### config.mk
export PLATFORM = sky130hd
export DESIGN_NAME = core_data_responder
export DESIGN_NICKNAME = d
export VERILOG_FILES = /design/src/rtl/core_data_responder.sv
export SDC_FILE = /design/constraint.sdc
export NUM_CORES = 1
export LEC_CHECK = 0
export CAP_MARGIN = 20
export CORE_ASPECT_RATIO = 1.1
export CORE_MARGIN = 2
export CORE_UTILIZATION = 27
export DETAILED_ROUTE_END_ITERATION = 10
export GPL_TIMING_DRIVEN = 0
export PLACE_DENSITY_LB_ADDON = 0.05
export SLEW_MARGIN = 25
export SYNTH_ARGS = -nofsm -noshare
export SYNTH_HDL_FRONTEND = slang
export SYNTH_SLANG_ARGS = --single-unit
### constraint.sdc
create_clock -name clk_i -period 1.8 [get_ports clk_i]
set_input_delay 0.27 -clock clk_i [delete_from_list [all_inputs] [get_ports clk_i]]
set_output_delay 0.27 -clock clk_i [all_outputs]
set_load 0.05 [all_outputs]
### src/rtl/core_data_responder.sv
// core_data_responder
//   Subordinate-side terminator of the cluster core data protocol. It sits
//   between a core/interconnect master port and a single-port SRAM with a
//   fixed read latency. Every granted request returns exactly one in-order
//   response, and that includes writes. A request outside the memory window
//   is granted at once and never reaches the memory. Its response carries
//   ERR_DATA and is counted in a saturating error counter.
//
// Ports
//   clk_i, rst_i          clock, asynchronous active-high reset
//   req_i/add_i/we_i/data_i/be_i   core request side
//   gnt_o                 request accepted this cycle
//   r_valid_o/r_data_o/r_err_o     response side (no back-pressure)
//   mem_req_o/mem_gnt_i   memory request / bank-arbitration grant
//   mem_addr_o/mem_we_o/mem_be_o/mem_wdata_o  memory command
//   mem_rdata_i           memory read data, RD_LATENCY cycles after grant
//   err_clr_i             synchronous clear of err_cnt_o
//   err_cnt_o             saturating count of error responses
module core_data_responder #(
  parameter int unsigned MEM_ADDR_WIDTH = 10,
  parameter logic [31:0] BASE_ADDR      = 32'h1000_0000,
  parameter int unsigned RD_LATENCY     = 1,
  parameter logic [31:0] ERR_DATA       = 32'hBADA_CCE5,
  parameter int unsigned ERR_CNT_WIDTH  = 16
) (
  input  logic                      clk_i,
  input  logic                      rst_i,
  input  logic                      req_i,
  input  logic [31:0]               add_i,
  input  logic                      we_i,
  input  logic [31:0]               data_i,
  input  logic [3:0]                be_i,
  output logic                      gnt_o,
  output logic                      r_valid_o,
  output logic [31:0]               r_data_o,
  output logic                      r_err_o,
  output logic                      mem_req_o,
  input  logic                      mem_gnt_i,
  output logic [MEM_ADDR_WIDTH-1:0] mem_addr_o,
  output logic                      mem_we_o,
  output logic [3:0]                mem_be_o,
  output logic [31:0]               mem_wdata_o,
  input  logic [31:0]               mem_rdata_i,
  input  logic                      err_clr_i,
  output logic [ERR_CNT_WIDTH-1:0]  err_cnt_o
);

  if (RD_LATENCY < 1 || RD_LATENCY > 4) begin : g_bad_latency
    $error("core_data_responder: RD_LATENCY must be in 1..4");
  end

  logic in_range;
  logic unused_addr_bits;

  // The window is aligned to its own size, so a compare of the upper bits is enough.
  assign in_range = (add_i[31:MEM_ADDR_WIDTH+2] == BASE_ADDR[31:MEM_ADDR_WIDTH+2]);
  // Byte-lane bits play no part in a word access.
  assign unused_addr_bits = ^add_i[1:0];

  assign mem_req_o   = req_i & in_range;
  assign gnt_o       = req_i & (~in_range | mem_gnt_i);
  assign mem_addr_o  = add_i[MEM_ADDR_WIDTH+1:2];
  assign mem_we_o    = we_i;
  assign mem_be_o    = be_i;
  assign mem_wdata_o = data_i;

  // The response pipeline is aligned with the memory read latency.
  // It never stalls because the protocol has no response ready.
  logic [RD_LATENCY-1:0] vld_q, vld_d;
  logic [RD_LATENCY-1:0] err_q, err_d;
  logic [RD_LATENCY-1:0] we_q,  we_d;

  always_comb begin
    vld_d    = '0;
    err_d    = '0;
    we_d     = '0;
    vld_d[0] = gnt_o;
    err_d[0] = ~in_range;
    we_d[0]  = we_i;
    for (int i = 1; i < RD_LATENCY; i++) begin
      vld_d[i] = vld_q[i-1];
      err_d[i] = err_q[i-1];
      we_d[i]  = we_q[i-1];
    end
  end

  always_ff @(posedge clk_i or posedge rst_i) begin
    if (rst_i) begin
      vld_q <= '0;
      err_q <= '0;
      we_q  <= '0;
    end else begin
      vld_q <= vld_d;
      err_q <= err_d;
      we_q  <= we_d;
    end
  end

  assign r_valid_o = vld_q[RD_LATENCY-1];
  assign r_err_o   = r_valid_o & err_q[RD_LATENCY-1];

  always_comb begin
    r_data_o = 32'h0;
    if (r_valid_o) begin
      if (err_q[RD_LATENCY-1]) begin
        r_data_o = ERR_DATA;
      end else if (!we_q[RD_LATENCY-1]) begin
        r_data_o = mem_rdata_i;
      end
    end
  end

  logic [ERR_CNT_WIDTH-1:0] err_cnt_q, err_cnt_d;

  // A clear wins over a same-cycle error, and that error is lost.
  always_comb begin
    err_cnt_d = err_cnt_q;
    if (err_clr_i) begin
      err_cnt_d = '0;
    end else if (r_err_o && !(&err_cnt_q)) begin
      err_cnt_d = err_cnt_q + ERR_CNT_WIDTH'(1);
    end
  end

  always_ff @(posedge clk_i or posedge rst_i) begin
    if (rst_i) begin
      err_cnt_q <= '0;
    end else begin
      err_cnt_q <= err_cnt_d;
    end
  end

  assign err_cnt_o = err_cnt_q;

endmodule

==> Word-level counts from Yosys, hierarchy flattened <==
Cells that the tools add are included.
{ "totals": {"word_cells": 20, "regBits": 19, "output_inout_bits": 99, "input_bits": 106} }
{ "op_classes": {"eq_ne": 1, "bitwise": 5, "muxes": 5, "add_sub_neg": 1, "reduce_logical": 4} }
{ "op_table": {"columns": ["cell", "n"], "rows": [
  ["32-bit 2-to-1 mux", 3],
  ["16-bit 2-to-1 mux", 2],
  ["20-bit by 17-bit equality test with 1-bit output, second input constant", 1],
  ["16-bit by 1-bit adder with 16-bit output, second input constant", 1],
  ["16-bit AND reduction", 1],
  ["1-bit AND", 3],
  ["2-bit nonzero test", 1],
  ["1-bit logical AND", 1],
  ["1-bit logical NOT", 1],
  ["1-bit inverter", 1],
  ["1-bit bitwise OR", 1]
]} }

==> Logic depth before layout (Yosys ltp) <==
{ "depth": {"ltp_word": 5, "ltp_mapped": 6, "mapped_depth_nobuf": 6} }

==> Worst setup path before layout <==
No wires, ideal clock.
{ "synth_timing": {"path_kind": "reg2out", "from": "reg vld_q (netlist: r_valid_o)", "to": "out r_data_o[15]", "path_buffers": 2, "required_time_ns": 1.530, "arrival_time_ns": 1.812, "path_slack_ns": -0.282, "stages_incl_launch_ff": 6, "path_cell_list": "dfrtp_1 -> nor2b_1 -> clkbuf_1 -> clkbuf_1 -> nand2_1 -> nand2_1"} }
{ "synth_via": {"elab_chain_len": 1} }
{ "synth_rtl": {"columns": ["item", "line_no", "source"], "rows": [
  ["start: declaration", "69", "logic [RD_LATENCY-1:0] vld_q, vld_d;"],
  ["start signal: assignment", "93", "vld_q <= vld_d;"],
  ["32-bit 2-to-1 mux", "104", "if (r_valid_o) begin"],
  ["end: declaration", "35", "output logic [31:0] r_data_o,"]
]} }
No other way between the ends.

==> Worst setup path after layout <==
{ "layout_timing": {"from": "in add_i[16]", "to": "out mem_req_o"} }
{ "layout_via": {"elab_chain_len": 2} }
{ "layout_rtl": {"columns": ["item", "line_no", "source"], "rows": [
  ["start: declaration", "29", "input logic [31:0] add_i,"],
  ["20-bit by 17-bit equality test with 1-bit output", "56", "assign in_range = (add_i[31:MEM_ADDR_WIDTH+2] == BASE_ADDR[31:MEM_ADDR_WIDTH+2]);"],
  ["1-bit AND", "60", "assign mem_req_o = req_i & in_range;"],
  ["end: declaration", "37", "output logic mem_req_o,"]
]} }
No other way between the ends.

==> impl_summary.txt <==
----------------------------------------------------
[Clock tree]
  Clock latency on the worst-skew pair ... 0.25 ns
  H-Tree Level Count ... 1
  Root cell of the clock tree ... sky130_fd_sc_hd__clkbuf_8
  Hold Buf Count CTS ... 0
  Clock Pin Slew Worst Setup and Hold Paths ... 0.07 ns
  CTS tree ... yes
  Clock Path Buffers ... 2
  Clock sink count ... 19
  TritonCTS buffer count ... 3

[Worst hold path]
  Worst Hold Path EP ... err_cnt_o[13]
  Hold Path Class ... in -> reg
  Worst Min Path Start ... err_clr_i
  Hold depth ... 2

[Timing]
  Worst Skew ... 0.00103 ns
  Tcrit/Tclk final ... 97.9%
  Hold Fails Final Rpt ... 0
  Maximum clock frequency ... 0.567 GHz
  Worst path setup slack after routing ... 0.0377 ns
  Worst Tran Pin Value ... 0.736 ns
  Slew Limit Headroom ... 50.9%
  Smallest hold slack ... about 0.37 ns
  Setup violators final ... 0
  Final Max Slew Viols ... 0
  Final period demand of the worst path ... 1.76 ns

[Floorplanning]
  I/O pins ... ~200
  Overall die width ... 79.1 um
  Floorplan core area ... 6080 um2
  Number of core rows ... 30
  Die area ... between 6000 and 7000 um2
  Chip height ... between 80 and 90 um
  Starting Density ... 27.6%

[Critical path]
  Number of cells on the worst reg-to-reg path ... 6
  Top cell family by delay on the critical path ... buffers and inverters
  Endpoint required time on the critical path ... 1.53 ns
  Endpoint type of the worst setup path ... output port
  Worst setup slack for register-to-register paths ... 0.07 ns
  Cells along the critical path ... clkdlybuf4s50_1 -> nor4_2 -> nand3_2 -> buf_6 -> nor2_4 -> buf_8
  Worst-path maximum fanout ... 2
  Type of the worst setup path ... in -> out
  Sum of buffers and inverters on the critical path ... 3
  Source of the worst register-to-register timing path ... err_cnt_o[0]
  Crit path from ... add_i[16]
  Slowest cell on the critical path ... sky130_fd_sc_hd__clkdlybuf4s50_1
  Endpoint of the most critical register-to-register path ... err_cnt_o[5]
  Worst endpoint data arrival time ... 1.49 ns
  Startpoint type of the worst setup path ... input port
  Slowest cell delay on critical path ... 0.42 ns

[Placed design]
  Placed Cells ... roughly 450
  Setup slack after placement ... -0.672 ns
  Number of port buffers ... 155
  Routability Congestion ... around 0.77
  HPWL after DPL ... between 5000 and 6000 um

[Global route]
  Most used routing layer ... met2
  Largest net degree at the start of global routing ... 20
  Met2 track demand over resource ... roughly 30%
  GR met1 Demand/Resource ... between 10% and 20%
  Number of antenna violations at the first check in global routing ... 0
  Vias in the first global route ... approximately 1.7k
  First-pass GRT wire length ... 9000 um
  Total congestion overflow after global routing ... 0
  All-Layer GR Usage ... 16.3%
  Met3 layer usage reported by global route ... 3.44%

[Detailed routing]
  Initial DRT Pass Iterations ... 3
  Final WL ... 6230 um
  Number of vias after detailed routing ... 1946
  DR WL/cell ... approximately 14 um
  Remaining number of nets flagged by the antenna check after routing ... 0
  Number of DRC violations after detailed routing ... 0
  Avg Vias per Cell ... roughly 4.3
  Drt first-iter violations ... 18

[Final layout]
  Final standard cell count with taps included and fillers excluded ... 456
  Most common cell after layout, fill and taps aside ... sky130_fd_sc_hd__clkdlybuf4s50_1
  Number of inserted diodes ... 0
  Top library cells by usage in the layout, fill and taps aside ... sky130_fd_sc_hd__clkdlybuf4s50_1 (92), sky130_fd_sc_hd__buf_4 (55), sky130_fd_sc_hd__nand2_1 (36)
  Layout Utilization ... 58.3%
  Area added between synthesis and finish ... 112%
  Fraction of layout instances using a drive strength above 1 ... 39.4%
  Number of nets in the layout ... 484

[Run status]
  Result of the run ... finished clean

[Pwr]
  Power consumption ... 1.52 mW
  Maximum VDD drop ... 0.000263 V
  PwrDens ... 428 nW/um2
  Leak ... 1.70 nW

[Logic synthesis]
  Netlist cell types ... 32
  Number of enable-type register cells in the synthesized netlist ... 0
  Sequential cell area fraction in the yosys report ... about 28%
  Mapped Cells ... 214
  Yosys warnings ... 0
  Post-synthesis instance area ... ~1700 um2
  Post-synth ARST share ... 100%
  Top FF cell, synth ... sky130_fd_sc_hd__dfrtp_1
  Post-synth net total ... 321
  Synth Register Bits ... 19
  Mean area per synthesized cell ... around 7.8 um2

[Job]
  Max-cap violation count ... 0

----------------------------------------------------
[power by group]
part           internal, mW  switching [mW]  leakage, nW  total, mW
clock                 0.157           0.130       0.0228      0.287
sequential            0.435          0.0129        0.237      0.448
combinational         0.330           0.455         1.44      0.785
[routing by layer]
layer	part of all wire (%)	up-vias
met2	54	79
met4	0.47	0
met1	38	896
li1	-	967
met5	0	-
met3	7.5	4
[layout make-up]
class                   instances  area (um2)
clock buffers                   4        45.0
flip-flops and latches         19         489
inverters                       5        22.5
plain buffers                  54         405
well taps                      80         100
repair buffers                158        1580
multi-input cells             136         906
fillers                       567        2530
[worst max-delay path by stage]
stage	to	slack (ns)	cells after the start
final	mem_req_o	0.04	6
after global routing	r_err_o	-0.01	3
after CTS	r_data_o[19]	-0.22	6
after detailed placement	mem_req_o	-0.67	6
after global placement	mem_req_o	-0.66	6
after floorplan	err_cnt_o[5]	0.002	5
[timing repair]
action | 4_1_cts | 5_1_grt
pin swaps | 5 | 7
gates cloned | 0 | 1
endpoints found under the hold margin | 0 | 0
setup buffers | 2 | 0
resized for setup | 176 | 99
setup endpoints to repair | 41 | 42
[flip-flops by register name, summed over array words and instances, names as in the netlist]
register,cells
we_q,1
err_q,1
r_valid_o,1
err_cnt_o,16
[synthesized netlist by cell type, drive strengths merged (2+ instances only)]
| library cell | n | area, um2 |
|---|---|---|
| buf | 49 | 360 |
| nand2 | 48 | 180 |
| dfrtp | 19 | 475 |
| nor2 | 19 | 71.3 |
| and2 | 14 | 87.6 |
| xnor2 | 10 | 87.6 |
| nor3 | 8 | 50.1 |
| nor4 | 6 | 50.0 |
| clkbuf | 5 | 18.8 |
| inv | 5 | 18.8 |
| nand3 | 5 | 37.5 |
| a21oi | 3 | 18.8 |
| and3 | 3 | 18.8 |
| mux2i | 3 | 30.0 |
| nor2b | 3 | 18.8 |
| a211oi | 2 | 15.0 |
| nand4 | 2 | 25.0 |
| nor4b | 2 | 23.8 |
| o21ai | 2 | 10.0 |
[kinds of logic (layout without fill, tap and decap cells)]
| family | Yosys count | in the layout | synth area share, % |
|---|---|---|---|
| XOR/XNOR | 10 | 10 | 5.23 |
| buffers and inverters | 59 | 221 | 23.7 |
| flip-flops | 19 | 19 | 28.4 |
| AO/OA/AOI/OAI | 9 | 9 | 4.56 |
| adder cells (fa/ha/maj) | 1 | 1 | 0.747 |
| multiplexers | 4 | 4 | 2.69 |
| AND/OR/NAND/NOR | 112 | 112 | 34.7 |
[metrics by stage]
| stage | area (um2) | setup TNS, ns |
|---|---|---|
| finish | 3550 | 0 |
| global route | 3550 | -0.0211 |
| CTS | 3470 | -1.74 |
| detailed placement | 3380 | -14.96 |
| global placement | 3380 | -15.28 |
| floorplan | 1730 | 0 |
Power figures use the tool's default switching activity.
